### src/rtl/cpu_pkg.sv
// Types and widths shared by the memory/writeback stage and its access controller.
package cpu_pkg;

    localparam int DATA_W     = 16;
    localparam int REG_ADDR_W = 4;

    typedef enum logic [1:0] {
        IDLE   = 2'd0,
        ACCESS = 2'd1,
        ERROR  = 2'd2
    } mem_state_t;

    typedef struct packed {
        logic reg_write;
        logic mem_read;
        logic mem_write;
        logic halt;
    } xm_ctrl_t;

    typedef struct packed {
        logic reg_write;
        logic halt;
    } mw_ctrl_t;

endpackage

### src/rtl/memory_writeback_stage_dmem_access_ctrl.sv
// Data-memory handshake FSM: issues mem_req, stalls while an access is pending,
// and latches a timeout error when mem_ready never arrives.
module dmem_access_ctrl
    import cpu_pkg::*;
#(
    parameter int MAX_WAIT = 15
) (
    input  logic clk,
    input  logic rst_n,
    input  logic memop,
    input  logic mem_ready,
    output logic mem_req,
    output logic stall_mem,
    output logic mem_timeout
);

    localparam logic [7:0] MAX_CNT = 8'(MAX_WAIT);

    mem_state_t state_q, state_d;
    logic [7:0] wait_cnt_q, wait_cnt_d;

    always_ff @(posedge clk or negedge rst_n) begin
        if (!rst_n) begin
            state_q    <= IDLE;
            wait_cnt_q <= '0;
        end else begin
            state_q    <= state_d;
            wait_cnt_q <= wait_cnt_d;
        end
    end

    // The IDLE cycle already counts as the first wait, so ACCESS is entered with 1.
    always_comb begin
        state_d    = state_q;
        wait_cnt_d = wait_cnt_q;
        case (state_q)
            IDLE: begin
                if (memop && !mem_ready) begin
                    state_d    = ACCESS;
                    wait_cnt_d = 8'd1;
                end
            end
            ACCESS: begin
                if (mem_ready) begin
                    state_d    = IDLE;
                    wait_cnt_d = '0;
                end else if (wait_cnt_q == MAX_CNT) begin
                    state_d = ERROR;
                end else begin
                    wait_cnt_d = wait_cnt_q + 8'd1;
                end
            end
            ERROR:   state_d = ERROR;
            default: begin
                state_d    = IDLE;
                wait_cnt_d = '0;
            end
        endcase
    end

    always_comb begin
        mem_req     = 1'b0;
        stall_mem   = 1'b0;
        mem_timeout = 1'b0;
        case (state_q)
            IDLE: begin
                mem_req   = memop;
                stall_mem = memop & ~mem_ready;
            end
            ACCESS: begin
                mem_req   = 1'b1;
                stall_mem = memop & ~mem_ready;
            end
            ERROR: begin
                stall_mem   = 1'b1;
                mem_timeout = 1'b1;
            end
            default: ;
        endcase
    end

endmodule

### src/rtl/memory_writeback_stage.sv
// X/M and M/W pipeline registers plus data-memory access; source of the
// M->X / M->M forwarding values.
module memory_writeback_stage
#(
    parameter int DATA_W     = cpu_pkg::DATA_W,
    parameter int REG_ADDR_W = cpu_pkg::REG_ADDR_W,
    parameter int MAX_WAIT   = 15
) (
    input  logic                  clk,
    input  logic                  rst_n,
    input  logic                  ex_valid,
    input  logic [DATA_W-1:0]     ex_alu_out,
    input  logic [DATA_W-1:0]     ex_store_data,
    input  logic [REG_ADDR_W-1:0] ex_rt,
    input  logic [REG_ADDR_W-1:0] ex_rd,
    input  logic                  ex_reg_write,
    input  logic                  ex_mem_read,
    input  logic                  ex_mem_write,
    input  logic                  ex_halt,
    input  logic                  b_m2m,
    input  logic [DATA_W-1:0]     mem_rdata,
    input  logic                  mem_ready,
    output logic                  mem_req,
    output logic                  mem_we,
    output logic [DATA_W-1:0]     mem_addr,
    output logic [DATA_W-1:0]     mem_wdata,
    output logic                  stall_mem,
    output logic [DATA_W-1:0]     alu_out_xm,
    output logic [REG_ADDR_W-1:0] rt_xm,
    output logic [REG_ADDR_W-1:0] rd_xm,
    output logic                  reg_write_xm,
    output logic                  mem_write_xm,
    output logic [DATA_W-1:0]     writeback_data,
    output logic [REG_ADDR_W-1:0] rd_mw,
    output logic                  reg_write_mw,
    output logic                  halt_mw,
    output logic                  mem_timeout
);
    import cpu_pkg::*;

    logic [DATA_W-1:0]     xm_alu_q, xm_alu_d;
    logic [DATA_W-1:0]     xm_store_q, xm_store_d;
    logic [REG_ADDR_W-1:0] xm_rt_q, xm_rt_d;
    logic [REG_ADDR_W-1:0] xm_rd_q, xm_rd_d;
    xm_ctrl_t              xm_ctrl_q, xm_ctrl_d;

    logic [DATA_W-1:0]     mw_data_q, mw_data_d;
    logic [REG_ADDR_W-1:0] mw_rd_q, mw_rd_d;
    mw_ctrl_t              mw_ctrl_q, mw_ctrl_d;

    logic memop;

    // X/M: a non-valid execute slot becomes an all-zero bubble
    always_comb begin
        xm_alu_d   = '0;
        xm_store_d = '0;
        xm_rt_d    = '0;
        xm_rd_d    = '0;
        xm_ctrl_d  = '0;
        if (ex_valid) begin
            xm_alu_d            = ex_alu_out;
            xm_store_d          = ex_store_data;
            xm_rt_d             = ex_rt;
            xm_rd_d             = ex_rd;
            xm_ctrl_d.reg_write = ex_reg_write;
            xm_ctrl_d.mem_read  = ex_mem_read;
            xm_ctrl_d.mem_write = ex_mem_write;
            xm_ctrl_d.halt      = ex_halt;
        end
    end

    always_ff @(posedge clk or negedge rst_n) begin
        if (!rst_n) begin
            xm_alu_q   <= '0;
            xm_store_q <= '0;
            xm_rt_q    <= '0;
            xm_rd_q    <= '0;
            xm_ctrl_q  <= '0;
        end else if (!stall_mem) begin
            xm_alu_q   <= xm_alu_d;
            xm_store_q <= xm_store_d;
            xm_rt_q    <= xm_rt_d;
            xm_rd_q    <= xm_rd_d;
            xm_ctrl_q  <= xm_ctrl_d;
        end
    end

    assign memop = xm_ctrl_q.mem_read | xm_ctrl_q.mem_write;

    dmem_access_ctrl #(
        .MAX_WAIT (MAX_WAIT)
    ) u_dmem_ctrl (
        .clk         (clk),
        .rst_n       (rst_n),
        .memop       (memop),
        .mem_ready   (mem_ready),
        .mem_req     (mem_req),
        .stall_mem   (stall_mem),
        .mem_timeout (mem_timeout)
    );

    // M/W is frozen during a stall, so the forwarded store data stays stable
    assign mem_we    = xm_ctrl_q.mem_write & mem_req;
    assign mem_addr  = xm_alu_q;
    assign mem_wdata = b_m2m ? mw_data_q : xm_store_q;

    always_comb begin
        mw_data_d           = xm_ctrl_q.mem_read ? mem_rdata : xm_alu_q;
        mw_rd_d             = xm_rd_q;
        mw_ctrl_d.reg_write = xm_ctrl_q.reg_write;
        mw_ctrl_d.halt      = xm_ctrl_q.halt;
    end

    // M/W boundary
    always_ff @(posedge clk or negedge rst_n) begin
        if (!rst_n) begin
            mw_data_q <= '0;
            mw_rd_q   <= '0;
            mw_ctrl_q <= '0;
        end else if (!stall_mem) begin
            mw_data_q <= mw_data_d;
            mw_rd_q   <= mw_rd_d;
            mw_ctrl_q <= mw_ctrl_d;
        end
    end

    assign alu_out_xm     = xm_alu_q;
    assign rt_xm          = xm_rt_q;
    assign rd_xm          = xm_rd_q;
    assign reg_write_xm   = xm_ctrl_q.reg_write;
    assign mem_write_xm   = xm_ctrl_q.mem_write;
    assign writeback_data = mw_data_q;
    assign rd_mw          = mw_rd_q;
    assign reg_write_mw   = mw_ctrl_q.reg_write;
    assign halt_mw        = mw_ctrl_q.halt;

endmodule

### config.mk
export PLATFORM = sky130hd
export DESIGN_NAME = memory_writeback_stage
export DESIGN_NICKNAME = d
export VERILOG_FILES = /design/src/rtl/cpu_pkg.sv /design/src/rtl/memory_writeback_stage_dmem_access_ctrl.sv /design/src/rtl/memory_writeback_stage.sv
export SDC_FILE = /design/constraint.sdc
export NUM_CORES = 1
export LEC_CHECK = 0
export ABC_AREA = 1
export CAP_MARGIN = 5
export CORE_MARGIN = 2
export CORE_UTILIZATION = 44
export DETAILED_ROUTE_END_ITERATION = 10
export PLACE_DENSITY_LB_ADDON = 0.15
export REMOVE_ABC_BUFFERS = 1
export SLEW_MARGIN = 20
export SYNTH_ARGS = -nofsm -noshare
export SYNTH_HDL_FRONTEND = slang
export SYNTH_HIERARCHICAL = 1
export SYNTH_SLANG_ARGS = --single-unit
### constraint.sdc
create_clock -name clk -period 1.74 [get_ports clk]
set_input_delay 0.435 -clock clk [delete_from_list [all_inputs] [get_ports clk]]
set_output_delay 0.435 -clock clk [all_outputs]
set_load 0.02 [all_outputs]
; Word-level counts from Yosys, hierarchy flattened
; Index checks and enable logic that the tools add are counted.
[op_classes]
addsub = 1
mux = 18
n_bitwise = 5
eq_ne = 6
reduce_logical = 6
[op_table]
columns = cell, count
row1 = $mux 16, 4
row2 = $mux 8, 3
row3 = $pmux 8 s3, 1
row4 = $mux 4, 3
row5 = $add 8x1->8 const B, 1
row6 = $eq 8x4->1 const B, 1
row7 = $mux 2, 3
row8 = $pmux 2 s3, 1
row9 = $pmux 1 s2, 2
row10 = $ne 3x2->1 const B, 1
row11 = $ne 3x3->1 const B, 1
row12 = $reduce_and 3->1, 1
row13 = $and 1x1->1, 2
row14 = $eq 2x1->1 const B, 1
row15 = $eq 2x2->1 const B, 1
row16 = $logic_not 2->1, 1
row17 = $ne 2x1->1 const B, 1
row18 = $not 1->1, 2
row19 = $reduce_and 2->1, 1
row20 = $reduce_or 2->1, 1
row21 = $logic_and 1x1->1, 1
row22 = $logic_not 1->1, 1
row23 = $mux 1, 1
row24 = $or 1x1->1, 1
[word_totals]
input_bits = 65
regBits = 76
wordCells = 50
output_inout_bits = 84

; Depth between registers and ports, before layout
; Gate-level depths: netlist (run 1).
[logic_depth]
ltp_word = 4
ltp_mapped = 10
ltp_nobuf = 8

; Modules after synthesis
; The synthesis (run 1) kept the hierarchy.
[by_module_without_submodules]
columns = mod, seq_area_each_um2, cells_per_inst, instances, area_each_um2
row1 = memory_writeback_stage, 1651.6, 383, 1, 3151.8
row2 = dmem_access_ctrl, 250.2, 97, 1, 701.9

; Least setup slack after synthesis (run 1)
; OpenSTA, ideal clock, no wires.
[synth_timing]
path_type = reg-to-reg
from = reg xm_ctrl_q[2] (netlist name)
to = reg xm_ctrl_q, in the netlist mem_write_xm
arrival_time_ns = 1.806
synth_period_minus_slack_ns = 1.872
n_path_buf = 4
required_time_ns = 1.675
path_slack_ns = -0.132
stages_incl_launch_ff = 11
setup_time_ns = 0.065
cell_sequence = dfrtp_1 buf_6 or2_2 nand3_2 o21ai_0 buf_6 inv_6 buf_6 buf_12 nand3_1 nand2_1
[synth_via]
elab_chain_cells = 3
[synth_lines]
columns = element, line_no
row1 = "start, declared", memory_writeback_stage.sv:45  ; xm_ctrl_t xm_ctrl_q, xm_ctrl_d;
row2 = "start signal, assigned", memory_writeback_stage.sv:84  ; xm_ctrl_q <= xm_ctrl_d;
row3 = $or 1x1->1, memory_writeback_stage.sv:88  ; assign memop = xm_ctrl_q.mem_read | xm_ctrl_q.mem_write;
row4 = via memop, memory_writeback_stage.sv:51  ; logic memop;
row5 = $and 1x1->1, "memory_writeback_stage_dmem_access_ctrl.sv:68, memory_writeback_stage_dmem_access_ctrl.sv:72"
row6 = $pmux 1 s2, memory_writeback_stage_dmem_access_ctrl.sv:65  ; case (state_q)
row7 = via stall_mem, memory_writeback_stage.sv:27  ; output logic stall_mem,
; The timed path passes the listed nets, and every way through them passes these cells.
; A chain may end at the register's enable or synchronous reset.

; Worst setup path in the final report (run 1)
[layout_timing]
from = reg xm_ctrl_q[2] (netlist name)
to = out mem_we
[layout_via]
elab_chain_cells = 3
[layout_lines]
columns = element, line_no
row1 = $or 1x1->1, memory_writeback_stage.sv:88
row2 = via memop, memory_writeback_stage.sv:51
row3 = $pmux 1 s2, memory_writeback_stage_dmem_access_ctrl.sv:65
row4 = $and 1x1->1, memory_writeback_stage.sv:103  ; assign mem_we = xm_ctrl_q.mem_write & mem_req;
row5 = "end, declared", memory_writeback_stage.sv:24  ; output logic mem_we,
; The timed path passes the listed nets, and every way through them passes these cells.

==> flow_summary_export.csv, run 1 <==
group,metric,value,unit
placement,place_congestion,0.8185,
worst_setup_path,worstSetupPathType,"reg2out",
logic_synthesis,synth-seq-area-share,0.4935,
run_status,violations,"setup timing",
floorplan,initial_core_util,0.4485,
clock_network,cts_max_level,3,
cells_and_area,register_area,0.001902,mm²
power_and_ir_drop,max-vdd-ir-drop,0.0008003,V
worst_setup_path,r2r_start,"xm_ctrl_q[2]$_DFFE_PN0N_",
timing,slew_headroom,0.4040,
logic_synthesis,synth_cell_types,26,
route,wl_per_cell,14.57,µm
global_route,grt_max_degree,77,
timing,hold_slack,0.09352,ns
worst_setup_path,cp.buffers_inverters,2,
clock_network,insertion_delay,0.34,ns
global_route,grt_pass1_vias,3460,
worst_setup_path,crit_path_max_incr_delay,0.39,ns
clock_network,numCtsBuffers,9,
run_status,status,"complete, but fails checks",
cells_and_area,finalNonFillerCells,730,
logic_synthesis,synth_area_leaders,"dfrtp_1 (49%), nand2_1 (12%), nand3_1 (9.2%)",
cells_and_area,fin_nets,683,
worst_setup_path,worstSetupStartpoint,"xm_ctrl_q[2]$_DFFE_PN0N_",
logic_synthesis,synth-seq-cells,76,
route,drtAntennaViolNets,0,
worst_setup_path,crit_family,"simple AND/OR/NAND/NOR gates",
global_route,gr-total-overflow,0,
floorplan,core_area,0.008593,mm²
clock_network,clk_pin_slew,0.08,ns
cells_and_area,final_util,0.6492,
placement,portBuffers,148,
timing,layout_setup_ws,-0.08712,ns
route,via_count,3657,
cells_and_area,antennaDiodeCount,0,
clock_network,cts.path.max_buffers,2,
clock_network,clock_sinks,76,
floorplan,die-width,97.59,µm
cells_and_area,drive_gt1_frac,0.1383,
logic_synthesis,syn_avg_cell_area,8.029,µm²
timing,skew,0.006895,ns
cells_and_area,num-fill-cells,763,
worst_setup_path,critical-path-slowest-cell,"dfrtp_1",
power_and_ir_drop,p_leak,2.916,nW
worst_setup_path,cp.depth,6,
global_route,antenna_found_initial,0,
logic_synthesis,yosysWarnings,6,
worst_setup_path,critPathArrivalTime,1.39,ns
worst_setup_path,crit_required,1.30,ns
global_route,grt_pass1_wl,16.65,mm
cells_and_area,multi_input_area,0.001434,mm²
global_route,grt_usage,0.2163,
floorplan,die_height,97.59,µm
timing,rsz0062_at_grt,"true",
floorplan,rows,34,
timing,setup_viol,3,
run,maxCapViolations,0,
cells_and_area,areaGrowthSynthToFinish,44.77,%
placement,place_inst,707,
route,dr.pass1.iters,4,
power_and_ir_drop,power_density,1741,mW/mm²
timing,slew_viol_final,0,
logic_synthesis,synth_top_area_frac,0.4935,
timing,tightest_slew,0.8941,ns
clock_network,cts_tree,"built",
timing,hold_violations,0,
timing,min_period,1.827,ns
logic_synthesis,synth_top_area_cell,"dfrtp_1",
floorplan,io_pins,149,
placement,dp_hpwl,7.015,mm
timing,post-route-period-util,1.050,
route,route.detailed.drc,0,
logic_synthesis,syn-instance-count,480,
route,totalWireLength,10.63,mm
route,via_per_inst,5.010,
worst_setup_path,worstSetupEndpointType,"primary output",
worst_setup_path,path_cells,"or2_4 > nor2_4 > nor2_2 > nand2_1 > inv_1 > buf_2",
clock_network,cts_hold_buf,0,
timing,max_freq,547.3,MHz
logic_synthesis,synth_area,0.003854,mm²
placement,pre_cts_slack,-0.6571,ns
route,drt_iter0_markers,140,
floorplan,dieArea,0.009523,mm²
worst_hold_path,hp-class,"in2async",
worst_setup_path,reg2reg_depth,8,
worst_setup_path,cp_max_fo,2,
power_and_ir_drop,p_total,9.715,mW
worst_setup_path,start_kind,"flip-flop",
clock_network,root_buffer,"clkbuf_8",
## routing by layer
layer,global-route usage,vias to the layer above,wire [µm]
met1,0.2682,1744,4464
met5,0,-,0
met4,0.05983,0,149
li1,-,1779,-
met2,0.3698,122,5319
met3,0.06187,12,700
## synthesized netlist by cell type, drive strengths merged
library cell    n
nor2           13
o21a            1
nand3          78
nand2         128
or2             2
o22ai           1
nand4           6
o21ai          63
buf            38
ha              1
clkbuf          4
inv            69
dfrtp          76
## worst register-to-register path, cell delays in order (launching register included)
cell and delay (ns):
dfrtp_1 0.39, or2_4 0.28, nand3_4 0.10, o21ai_4 0.09, buf_12 0.20, inv_6 0.14
buf_16 0.17, nand3_1 0.08, o21ai_0 0.13
## power breakdown
group	leakage (nW)	total, mW	internal (mW)	switching (mW)
Combinational	1.80	5.06	1.93	3.12
Sequential	0.985	2.92	2.45	0.469
Clock	0.136	1.74	1.11	0.631
## timing repair
item	CTS	global route
gates resized for setup	169	15
endpoints found under the setup margin	144	55
gates cloned	1	2
pin swaps	1	1
buffers inserted	1	3
## area by class of cell
cell class                      instances  area share
Clock buffer                           13     0.03207
Clock inverter                          3     0.01615
Inverter                               69     0.04732
Multi-Input combinational cell        293      0.2570
Sequential cell                        76      0.3409
Tap cell                              108     0.02422
Timing Repair Buffer                  168      0.2824
## cells in the final DEF, fill, tap and decap left out, drive strengths merged
cell,Yosys,layout
clkdlybuf4s50,0,61
nor2,13,13
nand2,128,128
ha,1,1
o21ai,63,63
or2,2,2
buf,38,39
nand3,78,78
dfrtp,76,76
o22ai,1,1
o21a,1,1
clkdlybuf4s15,0,2
dlygate4sd2,0,64
inv,69,69
clkbuf,4,15
bufinv,0,3
nand4,6,6
## stage by stage
step	setup TNS, ns	instance area (µm²)
2_1_floorplan	-142.10	3566
3_3_place_gp	-35.71	5321
3_5_place_dp	-35.53	5321
4_1_cts	-0.1304	5518
5_1_grt	-0.3395	5579
6_report	-0.1530	5579
## state kept, by name, summed over array words and instances, names as in the netlist
signal and flops:
reg_write_xm 1, halt_mw 1, u_dmem_ctrl/wait_cnt_q 8, xm_ctrl_q 1, reg_write_mw 1, alu_out_xm 16
mem_write_xm 1, xm_store_q 16, rt_xm 4, rd_xm 4, mw_ctrl_d 1, writeback_data 16
u_dmem_ctrl/state_q 2, rd_mw 4
## path summary, 6_finish.rpt
check / slack, ns / endpoint
max in group asynchronous: 1.32 / u_dmem_ctrl/wait_cnt_q[4]$_DFFE_PN0P_
hold reg to reg: 0.48 / reg_write_mw$_DFFE_PN0N_
min in group clk: 0.48 / reg_write_mw$_DFFE_PN0N_
hold / removal: 0.09 / xm_store_q[1]$_DFFE_PN0N_
setup / recovery: -0.09 / mem_we
setup reg to reg: 0.08 / xm_store_q[15]$_DFFE_PN0N_
## kinds of logic after synthesis
logic type | share of synthesized area
AOI/OAI and AO/OA | 0.08539
adders and majority gates | 0.003246
buffers and inverters | 0.1432
DFF | 0.4935
and+or+nand+nor | 0.2747
No activity file was read; power rests on OpenSTA's default activity.
==> inputs of run 2 (changes only) <==
--- a/config.mk
+++ b/config.mk
@@ -12,7 +12,7 @@
 export DETAILED_ROUTE_END_ITERATION = 10
 export PLACE_DENSITY_LB_ADDON = 0.15
 export REMOVE_ABC_BUFFERS = 1
-export SLEW_MARGIN = 20
+export SETUP_SLACK_MARGIN = 0.1
 export SYNTH_ARGS = -nofsm -noshare
 export SYNTH_HDL_FRONTEND = slang
 export SYNTH_HIERARCHICAL = 1
==> run 2 against run 1 <==
Compared with the run above: the run still ends with setup timing left; highest routed layer unchanged; largest power group unchanged; utilization rose by 6.9 points; routed wire length rose by 15%; fmax fell by 0.78%.
==> flow_summary_export.csv, run 2 (synthesized netlist as in run 1, its figures left out) <==
group,metric,value,unit
global_route,gr-total-overflow,0,
cells_and_area,areaGrowthSynthToFinish,60.10,%
floorplan,io_pins,149,
cells_and_area,antennaDiodeCount,0,
worst_setup_path,crit_required,1.30,ns
clock_network,clock_sinks,76,
power_and_ir_drop,power_density,1808,mW/mm²
global_route,grt_pass1_wl,16.73,mm
timing,setup_tns,-0.1620,ns
worst_setup_path,cp_max_fo,2,
clock_network,root_buffer,"clkbuf_8",
floorplan,die_height,97.59,µm
worst_setup_path,critPathArrivalTime,1.41,ns
cells_and_area,fin_nets,697,
global_route,grt_max_degree,77,
placement,place_congestion,0.8185,
worst_hold_path,hp-class,"in2async",
power_and_ir_drop,p_leak,3.141,nW
placement,dp_hpwl,7.015,mm
worst_setup_path,worstSetupPathType,"reg2out",
timing,min_period,1.841,ns
clock_network,insertion_delay,0.34,ns
route,totalWireLength,12.20,mm
route,drt_iter0_markers,175,
run_status,status,"complete, but fails checks",
floorplan,initial_core_util,0.4485,
power_and_ir_drop,max-vdd-ir-drop,0.0008403,V
route,route.detailed.drc,0,
run_status,violations,"setup timing",
route,dr.pass1.iters,4,
cells_and_area,layout_common_cells,"nand2_1 (121), dfrtp_1 (74), dlygate4sd2_1 (64)",
timing,tightest_slew,1.385,ns
timing,rsz0062_at_grt,"true",
timing,hold_violations,0,
floorplan,rows,34,
timing,skew,0.01143,ns
floorplan,die-width,97.59,µm
route,wl_per_cell,16.39,µm
timing,post-route-period-util,1.058,
route,via_per_inst,5.124,
cells_and_area,final_common_cell,"nand2_1",
cells_and_area,drive_gt1_frac,0.2563,
global_route,antenna_found_initial,0,
floorplan,dieArea,0.009523,mm²
placement,portBuffers,148,
clock_network,numCtsBuffers,9,
global_route,grt_usage,0.2177,
clock_network,cts_tree,"built",
clock_network,cts.path.max_buffers,2,
timing,setup_viol,2,
timing,layout_setup_ws,-0.1015,ns
route,drtAntennaViolNets,0,
timing,slew_headroom,0.07639,
worst_setup_path,worstSetupEndpointType,"primary output",
global_route,grt_pass1_vias,3485,
floorplan,core_area,0.008593,mm²
timing,max_freq,543.0,MHz
clock_network,cts_max_level,3,
placement,pre_cts_slack,-0.6571,ns
clock_network,cts_hold_buf,0,
run,maxCapViolations,0,
clock_network,clk_pin_slew,0.08,ns
worst_setup_path,start_kind,"flip-flop",
timing,slew_viol_final,0,
route,via_count,3812,
run 2: layout make-up:
cell class	instances	area [µm²]
clock buffers	13	178.9
repair inverters	1	16.27
flip-flops and latches	76	1904
multi-input cells	293	1742
well taps	108	135.1
inverters	69	285.3
repair buffers	181	1818
fillers	649	2424
clock inverters	3	90.09
run 2: timing repair:
item	in CTS	in global routing
setup buffers	1	6
resized for setup	184	124
setup endpoints to repair	144	66
cloned	1	13
pin swaps	1	8
run 2: report_power, final:
part / switching (mW) / internal (mW)
Sequential: 0.485 / 2.45
Combinational: 3.77 / 2.69
Clock: 0.653 / 1.11
Total: 4.90 / 6.25
run 2: critical path, cell delays in order (launching register included):
cell	delay [ns]
dfrtp_1	0.39
or2_4	0.28
nor2_4	0.08
nor2_2	0.06
nand2_1	0.07
inv_1	0.03
buf_2	0.14
run 2: layer usage:
layer	vias to the layer above	wire (µm)	track usage
met5	-	0	0
met3	17	606	0.06763
met4	0	249	0.06517
li1	1819	-	-
met2	114	6359	0.3676
met1	1862	4980	0.2682
run 2: final timing paths:
check	from	to	slack [ns]	cells past startpoint
hold reg to reg	rt_xm[2]$_DFFE_PN0N_	rt_xm[2]$_DFFE_PN0N_	0.49	2
setup reg to reg	xm_ctrl_q[2]$_DFFE_PN0N_	alu_out_xm[3]$_DFFE_PN0N_	0.06	9
min in group clk	rt_xm[2]$_DFFE_PN0N_	rt_xm[2]$_DFFE_PN0N_	0.49	2
hold / removal	rst_n	xm_store_q[1]$_DFFE_PN0N_	0.09	2
setup / recovery	xm_ctrl_q[2]$_DFFE_PN0N_	mem_we	-0.10	6
max in group asynchronous	rst_n	u_dmem_ctrl/wait_cnt_q[0]$_DFFE_PN0P_	1.29	2
run 2: metrics by stage:
| stage | cells | instance area (µm²) | hold WS, ns | util | total power [mW] |
|---|---|---|---|---|---|
| global placement | 707 | 5321 | 0.4628 | 0.6192 | 8.113 |
| finish | 744 | 6170 | 0.09469 | 0.7180 | 11.15 |
| global route | 744 | 6170 | 0.1123 | 0.7180 | 11.77 |
| floorplan | 438 | 3566 | 0.1394 | - | 5.536 |
| CTS | 725 | 5483 | 0.1055 | 0.6380 | 9.492 |
| detailed placement | 707 | 5321 | 0.4676 | 0.6192 | 8.220 |
==> inputs of run 3 (changes only) <==
--- a/config.mk
+++ b/config.mk
@@ -5,9 +5,8 @@
 export SDC_FILE = /design/constraint.sdc
 export NUM_CORES = 1
 export LEC_CHECK = 0
-export ABC_AREA = 1
 export CAP_MARGIN = 5
-export CORE_MARGIN = 2
+export CORE_MARGIN = 4
 export CORE_UTILIZATION = 44
 export DETAILED_ROUTE_END_ITERATION = 10
 export PLACE_DENSITY_LB_ADDON = 0.15
==> run 3 against run 2 <==
Compared with the run above: the flow still finishes with violations (setup timing); total power shrank 50%; synthesized cell count shrank 23%; combinational power shrank 71%; non-clock buffer count grew 23; area after synthesis shrank 2.9%.
==> flow_summary_export.csv, run 3 <==
group,metric,value,unit
floorplan,io_pins,149,
clock_network,cts_tree,"built",
floorplan,dieArea,0.01005,mm²
route,route.detailed.drc,0,
timing,min_period,1.966,ns
power_and_ir_drop,swShare,0.3230,
logic_synthesis,synth_common_cells,"nand2_1 (107), dfrtp_1 (76), o21ai_0 (54)",
logic_synthesis,yosysWarnings,6,
logic_synthesis,synthFlopType,"dfrtp_1",
clock_network,cts.path.max_buffers,2,
route,via_count,3393,
worst_setup_path,critPathArrivalTime,1.53,ns
route,totalWireLength,11.62,mm
cells_and_area,final_common_cell,"dfrtp_1",
power_and_ir_drop,power_frac_seq,0.388,
floorplan,die-width,100.2,µm
timing,slew_headroom,0.6739,
logic_synthesis,synth_top_area_frac,0.5082,
timing,layout_setup_ws,-0.2262,ns
global_route,grt_pass1_vias,3314,
power_and_ir_drop,p_clk_frac,0.274,
clock_network,numCtsBuffers,9,
placement,portBuffers,148,
placement,place_congestion,0.8901,
global_route,grt_pass1_wl,16.74,mm
logic_synthesis,synth_area_leaders,"dfrtp_1 (51%), nand2_1 (11%), o21ai_0 (7.2%)",
power_and_ir_drop,power.switching,1.790,mW
cells_and_area,antennaDiodeCount,0,
clock_network,clock_sinks,76,
cells_and_area,layout_common_cells,"dfrtp_1 (76), nand2_1 (66), clkdlybuf4s50_1 (61)",
timing,post-route-period-util,1.130,
floorplan,initial_core_util,0.4532,
cells_and_area,areaGrowthSynthToFinish,66.57,%
run_status,status,"complete, but fails checks",
timing,rsz0062_at_grt,"true",
timing,setup_viol,4,
clock_network,cts_hold_buf,0,
placement,dp_hpwl,7.143,mm
worst_setup_path,cp_max_fo,2,
clock_network,root_buffer,"clkbuf_8",
worst_hold_path,hp-class,"in2async",
run,maxCapViolations,0,
power_and_ir_drop,p_total,5.543,mW
worst_setup_path,worstSetupPathType,"reg2out",
logic_synthesis,synth-edff-count,0,
route,drt_iter0_markers,133,
timing,max_freq,508.6,MHz
cells_and_area,num-fill-cells,564,
floorplan,die_height,100.2,µm
timing,tightest_slew,0.4891,ns
worst_setup_path,worstSetupEndpointType,"primary output",
run_status,violations,"setup timing",
cells_and_area,final_util,0.7548,
worst_setup_path,crit_required,1.30,ns
route,via_per_inst,5.172,
logic_synthesis,synth_area,0.003742,mm²
timing,skew,0.008458,ns
logic_synthesis,synth-seq-area-share,0.5082,
floorplan,rows,33,
logic_synthesis,syn-instance-count,372,
clock_network,clk_pin_slew,0.08,ns
logic_synthesis,ys_async_sr_fraction,1.000,
cells_and_area,fin_nets,612,
clock_network,insertion_delay,0.35,ns
worst_setup_path,start_kind,"flip-flop",
timing,slew_viol_final,0,
global_route,grt_usage,0.2106,
worst_setup_path,reg2reg_slack,0,ns
power_and_ir_drop,p_comb_frac,0.337,
global_route,antenna_found_initial,0,
power_and_ir_drop,power_density,889.2,mW/mm²
power_and_ir_drop,p_leak,3.116,nW
route,dr.pass1.iters,4,
logic_synthesis,synth_cell_types,46,
clock_network,cts_max_level,3,
logic_synthesis,synth-seq-cells,76,
route,wl_per_cell,17.71,µm
global_route,gr-total-overflow,0,
cells_and_area,drive_gt1_frac,0.3575,
logic_synthesis,syn_avg_cell_area,10.06,µm²
logic_synthesis,yosysMostFrequentCell,"nand2_1",
timing,hold_violations,0,
power_and_ir_drop,max-vdd-ir-drop,0.0005001,V
floorplan,core_area,0.008258,mm²
logic_synthesis,synth_top_area_cell,"dfrtp_1",
route,drtAntennaViolNets,0,
power_and_ir_drop,intPower,3.752,mW
global_route,grt_max_degree,45,
timing,setup_tns,-0.5778,ns
run 3: changes by cell type in the layout (fill, tap and decap cells not counted), moves of 16 or more:
| cell | delta |
|---|---|
| inv_1 | -59 |
| mux2_4 | +17 |
| mux2i_1 | +16 |
| nand2_1 | -55 |
| nand2_2 | +19 |
| nand2_4 | +16 |
| nand3_1 | -26 |
| nand3_2 | -44 |
| o21ai_0 | -16 |
run 3: through the flow:
| stage | cells | setup WS [ns] | instance area (µm²) | hold slack [ns] |
|---|---|---|---|---|
| floorplan | 331 | -2.453 | 3416 | 0.1394 |
| global placement | 614 | -0.7884 | 5309 | 0.4282 |
| detailed placement | 614 | -0.8125 | 5309 | 0.4285 |
| CTS | 642 | -0.2216 | 5693 | 0.04257 |
| global route | 656 | -0.2882 | 6233 | 0.06012 |
| finish | 656 | -0.2262 | 6233 | 0.03511 |
run 3: layout make-up:
| cell class | instances | area [µm²] | area share |
|---|---|---|---|
| inverters | 4 | 15.01 | 0.002409 |
| flip-flops and latches | 76 | 1902 | 0.3051 |
| clock inverters | 6 | 86.33 | 0.01385 |
| repair buffers | 204 | 2145 | 0.3440 |
| clock buffers | 10 | 137.6 | 0.02208 |
| multi-input cells | 251 | 1817 | 0.2914 |
| well taps | 105 | 131.4 | 0.02108 |
run 3: power by group through the flow:
stage	combinational [mW]	sequential, mW	clock [mW]
after floorplan	0.492	2.36	0
after global placement	1.59	2.15	0
after detailed placement	1.62	2.16	0
after CTS	1.59	2.13	1.54
after global routing	1.99	2.18	1.62
final	1.87	2.15	1.52
run 3: critical path, stage by stage (launching register included):
cell and delay (ns):
dfrtp_1 0.39, or2_1 0.27, buf_6 0.13, nor2_4 0.10
nor2_2 0.05, and2_4 0.13, buf_6 0.12
run 3: worst paths after layout:
kind	start	endpoint	cells after the start
worst max register to register	xm_ctrl_q[2]$_DFFE_PN0N_	alu_out_xm[14]$_DFFE_PN0N_	8
max in group asynchronous	rst_n	writeback_data[9]$_DFFE_PN0N_	2
worst max-delay path	xm_ctrl_q[2]$_DFFE_PN0N_	mem_we	6
worst min register to register	xm_store_q[5]$_DFFE_PN0N_	xm_store_q[5]$_DFFE_PN0N_	2
min in group clk	xm_store_q[5]$_DFFE_PN0N_	xm_store_q[5]$_DFFE_PN0N_	2
worst min-delay path	rst_n	rt_xm[1]$_DFFE_PN0N_	1
run 3: kinds of logic after synthesis:
family / share of synthesized area
compound gates: 0.1240
fa+ha+maj: 0.003343
buf+inv: 0.09127
flops: 0.5082
mux: 0.1250
simple gates: 0.1481
run 3: what timing repair did:
action	4_1_cts	5_1_grt
hold endpoints to repair	0	0
setup endpoints to repair	148	89
resized for setup	227	143
pin swaps	17	18
gates cloned	2	6
buffers inserted	10	9
run 3: per-layer routing:
metal | up-vias | routed length (µm) | GRT usage | share of wire
li1 | 1598 | - | - | -
met1 | 1649 | 4422 | 0.2668 | 0.38
met2 | 133 | 6290 | 0.3552 | 0.54
met3 | 13 | 788 | 0.05629 | 0.068
met4 | 0 | 116 | 0.05907 | 0.010
met5 | - | 0 | 0 | 0
==> variant 1 (config.mk and constraints of run 3) <==
Change the package constant `DATA_W` from 16 to 32.
--- a/src/rtl/cpu_pkg.sv
+++ b/src/rtl/cpu_pkg.sv
@@ -3,3 +3,3 @@
 
-    localparam int DATA_W     = 16;
+    localparam int DATA_W     = 32;
     localparam int REG_ADDR_W = 4;
Ports: changed (7 resized); port bits go from 149 to 261. No check against the original RTL was run, so the function may have changed too.
==> variant 1 against run 3 <==
  * Worst setup slack got worse by 0.029 ns
  * Count of clock-buffer cells in the layout rose by 10
  * The run still ends with setup timing left
  * Via count rose by 63%
  * Synthesized area rose by 66%
  * Largest power group is now the clock network
  * Global-route usage rose by 1.5 points
  * Sequential cell count rose by 48
  * Wire length rose by 67%
  * Total power rose by 82%
  * Maximum frequency fell by 1.5%
  * Cell area rose by 62%
==> variant 1: results (changes against run 3) <==
| Metric | Value |
|---|---|
| Worst-path maximum fanout | 3 (was 2) |
| Final GP Congestion | 0.804 (was 0.890) |
| R2R Path Start | mem_write_xm$_DFFE_PN0N_ (was xm_ctrl_q[2]$_DFFE_PN0N_) |
| Latest clock arrival within the worst-skew pair | 0.41 ns (was 0.35 ns) |
| Starting DRT DRC Count | 280 (was 133) |
| CP endpoint | stall_mem (was mem_we) |
| Setup slack after layout | -0.255 ns (was -0.226 ns) |
| CTS Buf Count | 17 (was 9) |
| List of most frequent post-synthesis cells | nand2_1 (187), dfrtp_1 (124), o21ai_1 (107), buf_4 (43), mux2_4 (36) (was nand2_1 (107), dfrtp_1 (76), o21ai_0 (54), buf_4 (19)) |
| Seq/Total Area, Yosys | 50.0% (was 50.8%) |
| Worst R2R End | reg_write_mw$_DFFE_PN0N_ (was alu_out_xm[14]$_DFFE_PN0N_) |
| Tot GR Track Use | 22.6% (was 21.1%) |
| Clk_skew | 0.00871 ns (was 0.00846 ns) |
| Vias post-DR | 5,527 (was 3,393) |
| R2r setup slk | -0.14 ns (was 0 ns) |
| DRT Wirelength | 19.4 mm (was 11.6 mm) |
| Pre-antenna DRT Iters | 5 (was 4) |
| Peak supply drop | 0.700 mV (was 0.500 mV) |
| Status | finished with violations (unchanged) |
| Worst-path clk slew | 0.05 ns (was 0.08 ns) |
| First-pass GRT wire length | 28.8 mm (was 16.7 mm) |
| Vias per std cell | 5.08 (was 5.17) |
| CP arrival | 1.56 ns (was 1.53 ns) |
| Vias in the first global route | 5,627 (was 3,314) |
| Worst Hold Class | in2reg (was in2async) |
| Cells after Synth | 614 (was 372) |
| Final setup viols | 117 (was 4) |
| P_leak | 0.00479 uW (was 0.00312 uW) |
| Area contributors post-synth | dfrtp_1 (50%), nand2_1 (11%), mux2_4 (8.7%) (was dfrtp_1 (51%), nand2_1 (11%), o21ai_0 (7.2%)) |
| Failing checks | setup timing (unchanged) |
| PortBufs | 260 (was 148) |
==> variant 1: worst min-delay path by stage <==
stage | from | slack (ns) | end
global route | mem_ready | 0.38 | u_dmem_ctrl/state_q[0]$_DFFE_PN0P_
finish | mem_ready | 0.38 | u_dmem_ctrl/state_q[0]$_DFFE_PN0P_
CTS | xm_store_q[18]$_DFFE_PN0N_ | 0.49 | xm_store_q[18]$_DFFE_PN0N_
detailed placement | rst_n | 0.38 | writeback_data[23]$_DFFE_PN0N_
global placement | rst_n | 0.38 | writeback_data[30]$_DFFE_PN0N_
floorplan | rst_n | 0.14 | alu_out_xm[0]$_DFFE_PN0N_
==> variant 1: layer usage <==
metal | GRT usage, % | share of wire [%] | vias to the layer above
met4 | 8.64 | 2.6 | 0
li1 | - | - | 2612
met5 | 0 | 0 | -
met2 | 39.1 | 52 | 191
met3 | 7.58 | 6.4 | 34
met1 | 25.8 | 39 | 2690
==> variant 1: cells by family (layout without fill, tap and decap cells) <==
group / Yosys count / in the layout / synth area share, %
buffers and inverters: 79 / 374 / 10.6
multiplexers: 70 / 70 / 14.2
flip-flops: 124 / 124 / 50.0
AO/OA/AOI/OAI: 130 / 130 / 11.3
AND/OR/NAND/NOR: 210 / 210 / 13.8
adder cells (fa/ha/maj): 1 / 1 / 0.201
==> variant 1: repair_timing <==
| item | CTS | global route |
|---|---|---|
| hold endpoints to repair | 20 | 0 |
| endpoints found under the setup margin | 260 | 184 |
| cloned | 2 | 10 |
| gates resized for setup | 335 | 84 |
| pin swaps | 0 | 3 |
| setup buffers | 2 | 25 |
| hold buffers | 1 | 0 |
==> variant 1: worst max-delay path, cell delays in order, from the launching register on <==
cell	delay (ns)
dfrtp_2	0.40
or2_4	0.26
or3b_4	0.26
nand2b_4	0.09
buf_12	0.14
==> variant 1: stage by stage <==
step,instance area [sq um],worst slack [ns],util (%)
floorplan,5570,-4.84,-
global placement,8850,-0.442,64.0
detailed placement,8850,-0.492,64.0
CTS,9450,-0.271,68.3
global route,10100,-0.307,72.9
finish,10100,-0.255,72.9
==> variant 1: final cells by class <==
class | instances | area share, %
Inverter | 4 | 0.149
Timing Repair Buffer | 338 | 35.3
Clock inverter | 12 | 1.44
Multi-Input combinational cell | 411 | 25.5
Tap cell | 180 | 2.23
Sequential cell | 124 | 30.8
Clock buffer | 20 | 4.53
==> variant 1: report_power, final <==
| group | switching [uW] | internal, uW | leakage [uW] |
|---|---|---|---|
| sequential | 280 | 3220 | 0.00160 |
| clock | 1280 | 2310 | 0.000288 |
| combinational | 1490 | 1520 | 0.00290 |
==> variant 2 (settings of run 3) <==
Made on the original files. Re-encode `mem_state_t` (3 states) as one-hot, 3 bits wide.
--- a/src/rtl/cpu_pkg.sv
+++ b/src/rtl/cpu_pkg.sv
@@ -6,6 +6,6 @@
 
-    typedef enum logic [1:0] {
-        IDLE   = 2'd0,
-        ACCESS = 2'd1,
-        ERROR  = 2'd2
+    typedef enum logic [2:0] {
+        IDLE   = 3'b001,
+        ACCESS = 3'b010,
+        ERROR  = 3'b100
     } mem_state_t;
Formal check against the unedited RTL: no difference found for any inputs over 10 cycles, from zero or initial values and one cycle with rst_n low; not proved beyond that.
==> variant 2 against run 3 <==
  * The flow still finishes with violations (setup timing)
  * Wire length up 4.1%
  * Worst hold slack got worse by 0.020 ns
  * Count of clock-buffer cells in the layout shrank 1
  * Die area is 1.1% higher
  * Clock skew barely moved
  * Worst setup slack worse by 0.10 ns
  * Highest routed layer unchanged
  * Cell area increased by 2.9%
  * Total power up 8.0%
  * Utilization grew 1.8 points
  * Synthesized area grew 1.2%
  * Sequential cell count rose by 1
  * Largest cell class unchanged
  * Via count is 3.5% higher
==> variant 2: results (changes against run 3) <==
| Metric | Value |
|---|---|
| Post-synthesis adder-cell area fraction | 0.330% (was 0.334%) |
| Synth Area in Compound Gates | 12.6% (was 12.4%) |
| P_leak | 0.00308 uW (was 0.00312 uW) |
| Setup slack after layout | -0.327 ns (was -0.226 ns) |
| CP endpoint | stall_mem (was mem_we) |
| Final TNS setup | -12.92 ns (was -0.578 ns) |
| Clock network power | 1340 uW (was 1520 uW) |
| First-pass GRT wire length | 16.8 mm (was 16.7 mm) |
| Tot GR Track Use | 21.1% (about the same) |
| Status | finished with violations (unchanged) |
| Worst-path maximum fanout | 4 (was 2) |
| Dpl ws | -0.725 ns (was -0.813 ns) |
| Area contributors post-synth | dfrtp_1 (50%), nand2_1 (11%), o21ai_0 (7.3%) (was dfrtp_1 (51%), nand2_1 (11%), o21ai_0 (7.2%)) |
| Worst reg2reg path depth | 11 (was 8) |
| Max incr delay on CP | 0.55 ns (was 0.39 ns) |
| Vias in the first global route | 3,398 (was 3,314) |
| Final GP Congestion | 0.811 (was 0.890) |
| CP top delay family | flip-flops (was simple AND/OR/NAND/NOR gates) |
| Vias per std cell | 5.14 (was 5.17) |
| Final setup viols | 71 (was 4) |
| R2R Path Start | u_dmem_ctrl/state_q[0]$_DFFE_PN1P_ (was xm_ctrl_q[2]$_DFFE_PN0N_) |
| Worst R2R End | xm_store_q[5]$_DFFE_PN0N_ (was alu_out_xm[14]$_DFFE_PN0N_) |
| Cells after DPL | 630 (was 614) |
| Number of buffers added for setup after CTS | 5 (was 10) |
| Failing checks | setup timing (unchanged) |
| Seq/Total Area, Yosys | 50.9% (was 50.8%) |
## variant 2: metal layers
layer / vias up / track usage, % / wire (um)
met3: 25 / 5.54 / 750
met5: - / 0 / 0
met1: 1694 / 26.0 / 4770
met4: 0 / 7.05 / 262
met2: 135 / 35.9 / 6310
li1: 1658 / - / -
## variant 2: metrics by stage
step	hold slack (ns)	total power, uW
after floorplan	0.139	3090
after global placement	0.404	4200
after detailed placement	0.401	4240
after CTS	0.0169	5440
after global routing	0.0355	6280
final	0.0152	5990
## variant 2: layout make-up
| type | count | area, sq um |
|---|---|---|
| multi-input cells | 258 | 1840 |
| fillers | 535 | 1890 |
| flip-flops and latches | 77 | 1930 |
| inverters | 2 | 7.51 |
| well taps | 105 | 131 |
| clock inverters | 6 | 63.8 |
| clock buffers | 9 | 124 |
| repair buffers | 226 | 2320 |
## variant 2: cells by family after synthesis
group / after synthesis
AO/OA/AOI/OAI: 85
adder cells (fa/ha/maj): 1
buffers and inverters: 43
flip-flops: 77
multiplexers: 38
AND/OR/NAND/NOR: 134
